--- config.mk ---
export PLATFORM = sky130hd
export DESIGN_NAME = soc_system_pio_in_irq
export DESIGN_NICKNAME = d
export VERILOG_FILES = /design/src/rtl/soc_system_pio_in_irq.sv
export SDC_FILE = /design/constraint.sdc
export NUM_CORES = 1
export LEC_CHECK = 0
export CAP_MARGIN = 20
export CORE_UTILIZATION = 60
export CTS_CLUSTER_SIZE = 8
export DETAILED_ROUTE_END_ITERATION = 10
export PLACE_DENSITY = 0.82
export REMOVE_ABC_BUFFERS = 1
export SLEW_MARGIN = 0
export SYNTH_ARGS = -nofsm -noshare
export SYNTH_HDL_FRONTEND = slang
export SYNTH_SLANG_ARGS = --single-unit
export TNS_END_PERCENT = 5
--- constraint.sdc ---
create_clock -name clk -period 2.55 [get_ports clk]
set_input_delay 0.255 -clock clk [delete_from_list [all_inputs] [get_ports clk]]
set_output_delay 0.255 -clock clk [all_outputs]
set_load 0.02 [all_outputs]
--- src/rtl/soc_system_pio_in_irq.sv ---
// soc_system_pio_in_irq
//   Avalon-MM input PIO for the lightweight HPS-to-FPGA bridge. Each input bit
//   is synchronised, debounced by a per-bit counter, and edge-detected. Edges
//   of the enabled polarity latch into a write-1-to-clear CAPTURE register.
//   A masked OR of CAPTURE drives a level-sensitive interrupt.
//
// Ports
//   clk, reset_n   system clock; asynchronous active-low reset
//   address[2:0]   word register select
//                    0 DATA, 1 IRQ_MASK, 2 RISE_EN, 3 CAPTURE (W1C),
//                    4 FALL_EN, 5 DEB_THR, 6..7 reserved (read 0)
//   chipselect     slave select (qualifies writes only)
//   write_n        active-low write strobe
//   writedata[31:0] write data
//   in_port[WIDTH-1:0] asynchronous external inputs
//   readdata[31:0] registered read data, one cycle after address
//   irq            level interrupt, high while any unmasked capture bit is set
module soc_system_pio_in_irq #(
    parameter int WIDTH       = 16,
    parameter int SYNC_STAGES = 2,
    parameter int DEBOUNCE_W  = 8
) (
    input  logic             clk,
    input  logic             reset_n,
    input  logic [2:0]       address,
    input  logic             chipselect,
    input  logic             write_n,
    input  logic [31:0]      writedata,
    input  logic [WIDTH-1:0] in_port,
    output logic [31:0]      readdata,
    output logic             irq
);

    localparam logic [DEBOUNCE_W-1:0] CNT_ONE = 1;

    logic [WIDTH-1:0]      sync_q [SYNC_STAGES];
    logic [WIDTH-1:0]      sync_d [SYNC_STAGES];
    logic [DEBOUNCE_W-1:0] cnt_q  [WIDTH];
    logic [DEBOUNCE_W-1:0] cnt_d  [WIDTH];
    logic [WIDTH-1:0]      stable_q, stable_d;
    logic [WIDTH-1:0]      stable_prev_q;
    logic [WIDTH-1:0]      mask_q, mask_d;
    logic [WIDTH-1:0]      rise_en_q, rise_en_d;
    logic [WIDTH-1:0]      fall_en_q, fall_en_d;
    logic [WIDTH-1:0]      capture_q, capture_d;
    logic [DEBOUNCE_W-1:0] thr_q, thr_d;
    logic [31:0]           readdata_q, readdata_d;

    logic [WIDTH-1:0]      sync;
    logic [WIDTH-1:0]      set_vec;
    logic [WIDTH-1:0]      clr_vec;
    logic                  wr_en;
    logic                  unused_wdata;

    assign wr_en        = chipselect & ~write_n;
    assign sync         = sync_q[SYNC_STAGES-1];
    assign unused_wdata = ^writedata;

    // Synchronizer shift chain.
    always_comb begin
        sync_d[0] = in_port;
        for (int k = 1; k < SYNC_STAGES; k++) begin
            sync_d[k] = sync_q[k-1];
        end
    end

    // Debounce: a bit commits once it has disagreed with stable for more than
    // DEB_THR consecutive cycles. The compare comes before the increment, so
    // the counter never exceeds the threshold and cannot wrap.
    always_comb begin
        stable_d = stable_q;
        for (int i = 0; i < WIDTH; i++) begin
            cnt_d[i] = '0;
            if (sync[i] != stable_q[i]) begin
                if (cnt_q[i] >= thr_q) begin
                    stable_d[i] = sync[i];
                end else begin
                    cnt_d[i] = cnt_q[i] + CNT_ONE;
                end
            end
        end
    end

    // Edges are seen one cycle after stable moves, against the delayed copy.
    assign set_vec = (stable_q & ~stable_prev_q & rise_en_q)
                   | (~stable_q & stable_prev_q & fall_en_q);

    // Register writes. A capture set in the same cycle as its clear wins.
    always_comb begin
        mask_d    = mask_q;
        rise_en_d = rise_en_q;
        fall_en_d = fall_en_q;
        thr_d     = thr_q;
        clr_vec   = '0;
        if (wr_en) begin
            case (address)
                3'd1:    mask_d    = writedata[WIDTH-1:0];
                3'd2:    rise_en_d = writedata[WIDTH-1:0];
                3'd3:    clr_vec   = writedata[WIDTH-1:0];
                3'd4:    fall_en_d = writedata[WIDTH-1:0];
                3'd5:    thr_d     = writedata[DEBOUNCE_W-1:0];
                default: ;
            endcase
        end
        capture_d = (capture_q & ~clr_vec) | set_vec;
    end

    // Read data is registered every cycle regardless of chipselect.
    always_comb begin
        readdata_d = '0;
        case (address)
            3'd0:    readdata_d = 32'(stable_q);
            3'd1:    readdata_d = 32'(mask_q);
            3'd2:    readdata_d = 32'(rise_en_q);
            3'd3:    readdata_d = 32'(capture_q);
            3'd4:    readdata_d = 32'(fall_en_q);
            3'd5:    readdata_d = 32'(thr_q);
            default: readdata_d = '0;
        endcase
    end

    always_ff @(posedge clk or negedge reset_n) begin
        if (!reset_n) begin
            for (int k = 0; k < SYNC_STAGES; k++) begin
                sync_q[k] <= '0;
            end
            for (int i = 0; i < WIDTH; i++) begin
                cnt_q[i] <= '0;
            end
            stable_q      <= '0;
            stable_prev_q <= '0;
            mask_q        <= '0;
            rise_en_q     <= '1;
            fall_en_q     <= '1;
            capture_q     <= '0;
            thr_q         <= '0;
            readdata_q    <= '0;
        end else begin
            for (int k = 0; k < SYNC_STAGES; k++) begin
                sync_q[k] <= sync_d[k];
            end
            for (int i = 0; i < WIDTH; i++) begin
                cnt_q[i] <= cnt_d[i];
            end
            stable_q      <= stable_d;
            stable_prev_q <= stable_q;
            mask_q        <= mask_d;
            rise_en_q     <= rise_en_d;
            fall_en_q     <= fall_en_d;
            capture_q     <= capture_d;
            thr_q         <= thr_d;
            readdata_q    <= readdata_d;
        end
    end

    assign readdata = readdata_q;
    assign irq      = |(capture_q & mask_q);

endmodule

==> impl_metrics.ini <==
[outcome]
outcome = completed

[layout]
area_delta_synth_final_pct = 15.1
multiInputGateArea_mm2 = 0.00734
final.fill_count = 1708
regArea_mm2 = 0.00705
antenna_cells = 0
stdcell_count = 1808
drive_gt1_share_pct = 12.9
nets = 1653

[global_routing]
track_usage_pct = 27.6
grt_max_degree = 70
grt-ovfl-total = 0
grt_antenna_before_repair = 0
grt_pass1_wl_mm = 56.2
grt_pass1_vias = 11200

[job]
cap_violations = 0

[worst_setup_path]
critPathSlowestCell = a31oi_2
cp_cell_sequence = clkinvlp_4 > buf_4 > ha_1 > and3_1 > o21ai_0 > a31oi_2 > o211ai_1
reg2reg_slack_ps = 70
r2r_start = thr_q[1]
r2r_cells = 7
r2r-end = stable_q[5]
cpPeakStageDelay_ps = 490
critPathLaunch = thr_q[1]
start_kind = register
endpoint = stable_q[5]
critPathKind = reg -> reg
critPathMaxFanout = 10
crit_path_end_kind = register
required_ps = 2910
arrival_ps = 2840

[power_and_ir_drop]
p_per_area_mw_per_mm2 = 902
p_leak_nw = 7.88
peakVddDrop_mv = 0.595

[timing]
finalCritPeriodShare_pct = 97.3
final-max-slew-violation-count = 0
maxSlewHeadroom_pct = 37.9
skew_ps = 19.2
final-hold-violation-count = 0
worstMarginPinSlew_ps = 923
finalSetupViolCount = 0
fmax_mhz = 403
fin_ws_ps = 69.3
finalCriticalPeriod_ps = 2480
grt_setup_unrepaired = true

[placed_design]
hpwl_mm = 22.6
routabilityCongestion = 0.848
dp.cells = 1735
pre_cts_ws_ps = 98.0
numPortBuffers = 55

[route]
drtPass1Iterations = 6
wl_met1_mm = 14.7
viasPerCell = 5.99
wl_met3_mm = 1.57
routed.top_layer = met4
post_drt_wl_per_cell_um = 18.8
wl_mm = 34.0
wl_met2_mm = 16.4
vias = 10800
drt_iter0_markers = 895
drc_errors = 0
antenna_left = 0

[cts]
cts_sinks = 280
path_clk_slew_ps = 50
htreeDepth = 2
clk_latency_ps = 520
numCtsBuffers = 40
cts_setup_buffers = 0
clock_path_buffers = 3
root_buffer = clkbuf_16
cts_tree = done

[logic_synthesis]
synth_area_leaders = dfrtp_1 (42%), ha_1 (12%), dfstp_2 (5.7%)
ys_warn_count = 0
synth_compound_area_share_pct = 11.6
synth_most_common_cell = dfrtp_1
yosysTopAreaCell = dfrtp_1
seq_area_frac_synth_pct = 47.5
synth_edf_count = 0
ys.flop_type = dfrtp_1
syn_avg_cell_area_um2 = 11.0
synth_commonest_cells = dfrtp_1 (248), ha_1 (144), nand2_1 (77)
synth_top_area_share_pct = 41.8
syn_inst = 1345
synth_cell_types = 50
synthXorXnorAreaFrac_pct = 6.61
synth_top_family_by_area = simple AND/OR/NAND/NOR gates
synth-async-reset-ratio_pct = 100
synth-adder-area-share_pct = 12.1
synth-seq-cells = 280
muxShareOfSynthArea_pct = 4.48
synth-simple-area-share_pct = 14.0
syn_area_mm2 = 0.0148

[die]
rows = 57
io_pins = 88
start_util_pct = 61.0
die-area_mm2 = 0.0254
die_h_um = 159
die_x_um = 159
core-area_mm2 = 0.0243

[min_path]
hold_class = in -> reg
layout make-up:
| cell class | count | share of cell area (%) |
|---|---|---|
| multi-input combinational | 972 | 43.0 |
| sequential | 280 | 41.2 |
| clock buffer | 70 | 6.64 |
| timing repair buffer | 90 | 5.13 |
| tap | 324 | 2.37 |
| inverter | 70 | 1.56 |
| clock inverter | 2 | 0.103 |
critical path: cells and delay by family (launching register included):
kind | cells | cell delay, ps
buffers and inverters | 2 | 660
DFF | 1 | 410
and+or+nand+nor | 1 | 160
AOI/OAI and AO/OA | 3 | 800
adders and majority gates | 1 | 290
cells in the final DEF (no fill, tap or decap), types with 17 or more instances in the layout:
master           netlist  layout
dfrtp_1              248     248
ha_1                 144     144
nand2_1               77      77
nor2_1                76      76
xor2_1                73      73
nand3_1               71      71
inv_1                 70      69
nor3_1                63      63
o21ai_0               52      52
clkdlybuf4s50_1        0      51
and3_1                41      41
clkbuf_16              0      41
xnor2_1               39      39
o211ai_1              34      34
dfstp_2               32      32
clkbuf_1               5      29
buf_4                 20      29
a21oi_1               27      27
mux2i_1               21      21
nand4_1               17      17
nand2b_1              17      17
through the flow:
| stage | power, mW | utilization, % | hold WS (ps) | area, um^2 | TNS [ps] |
|---|---|---|---|---|---|
| 5_1_grt | 16.3 | 70.3 | 167 | 17100 | -225 |
| 3_5_place_dp | 10.4 | 65.3 | 260 | 15900 | 0 |
| 4_1_cts | 15.4 | 70.1 | 164 | 17100 | 0 |
| 2_1_floorplan | 8.93 | - | -40.6 | 14600 | 0 |
| 6_report | 15.4 | 70.3 | 175 | 17100 | 0 |
| 3_3_place_gp | 10.2 | 65.3 | 260 | 15900 | 0 |
report_power, final:
group | switching, mW | leakage (nW) | internal, mW | total (mW)
Combinational | 2.44 | 3.82 | 1.84 | 4.27
Sequential | 0.874 | 3.51 | 5.38 | 6.26
Clock | 1.88 | 0.549 | 2.99 | 4.88
Total | 5.19 | 7.88 | 10.2 | 15.4
registers in the layout, indices dropped and copies added, names as in the netlist:
register and cells:
cnt_q 128, stable_q 16, mask_q 16, sync_d 16, capture_q 16, thr_q 8, sync 16, rise_en_q 16
readdata 16, stable_prev_q 16, fall_en_q 16
worst min path at each step:
stage	from	to	depth (start not counted)
floorplan	reset_n	capture_q[0]	0
global placement	reset_n	sync[11]	1
detailed placement	reset_n	capture_q[11]	1
CTS	in_port[12]	sync_d[12]	1
global route	in_port[11]	sync_d[11]	1
finish	in_port[2]	sync_d[2]	1
routing by layer:
| layer | track usage, % | vias to the layer above |
|---|---|---|
| li1 | - | 5056 |
| met1 | 36.1 | 5367 |
| met2 | 45.7 | 314 |
| met3 | 4.27 | 97 |
| met4 | 12.5 | 0 |
| met5 | 0 | - |
kinds of logic after synthesis:
group           count (synthesis)
compound gates                237
xor+xnor                      112
fa+ha+maj                     144
buf+inv                       108
flops                         280
mux                            52
other cells                     1
simple gates                  411
what timing repair did:
action / 4_1_cts / 5_1_grt
pin swaps: 0 / 0
hold buffers: 1 / 0
endpoints found under the setup margin: 1 / 45
endpoints found under the hold margin: 55 / 0
gates resized for setup: 1 / 7
(Power assumes the default switching activity.)
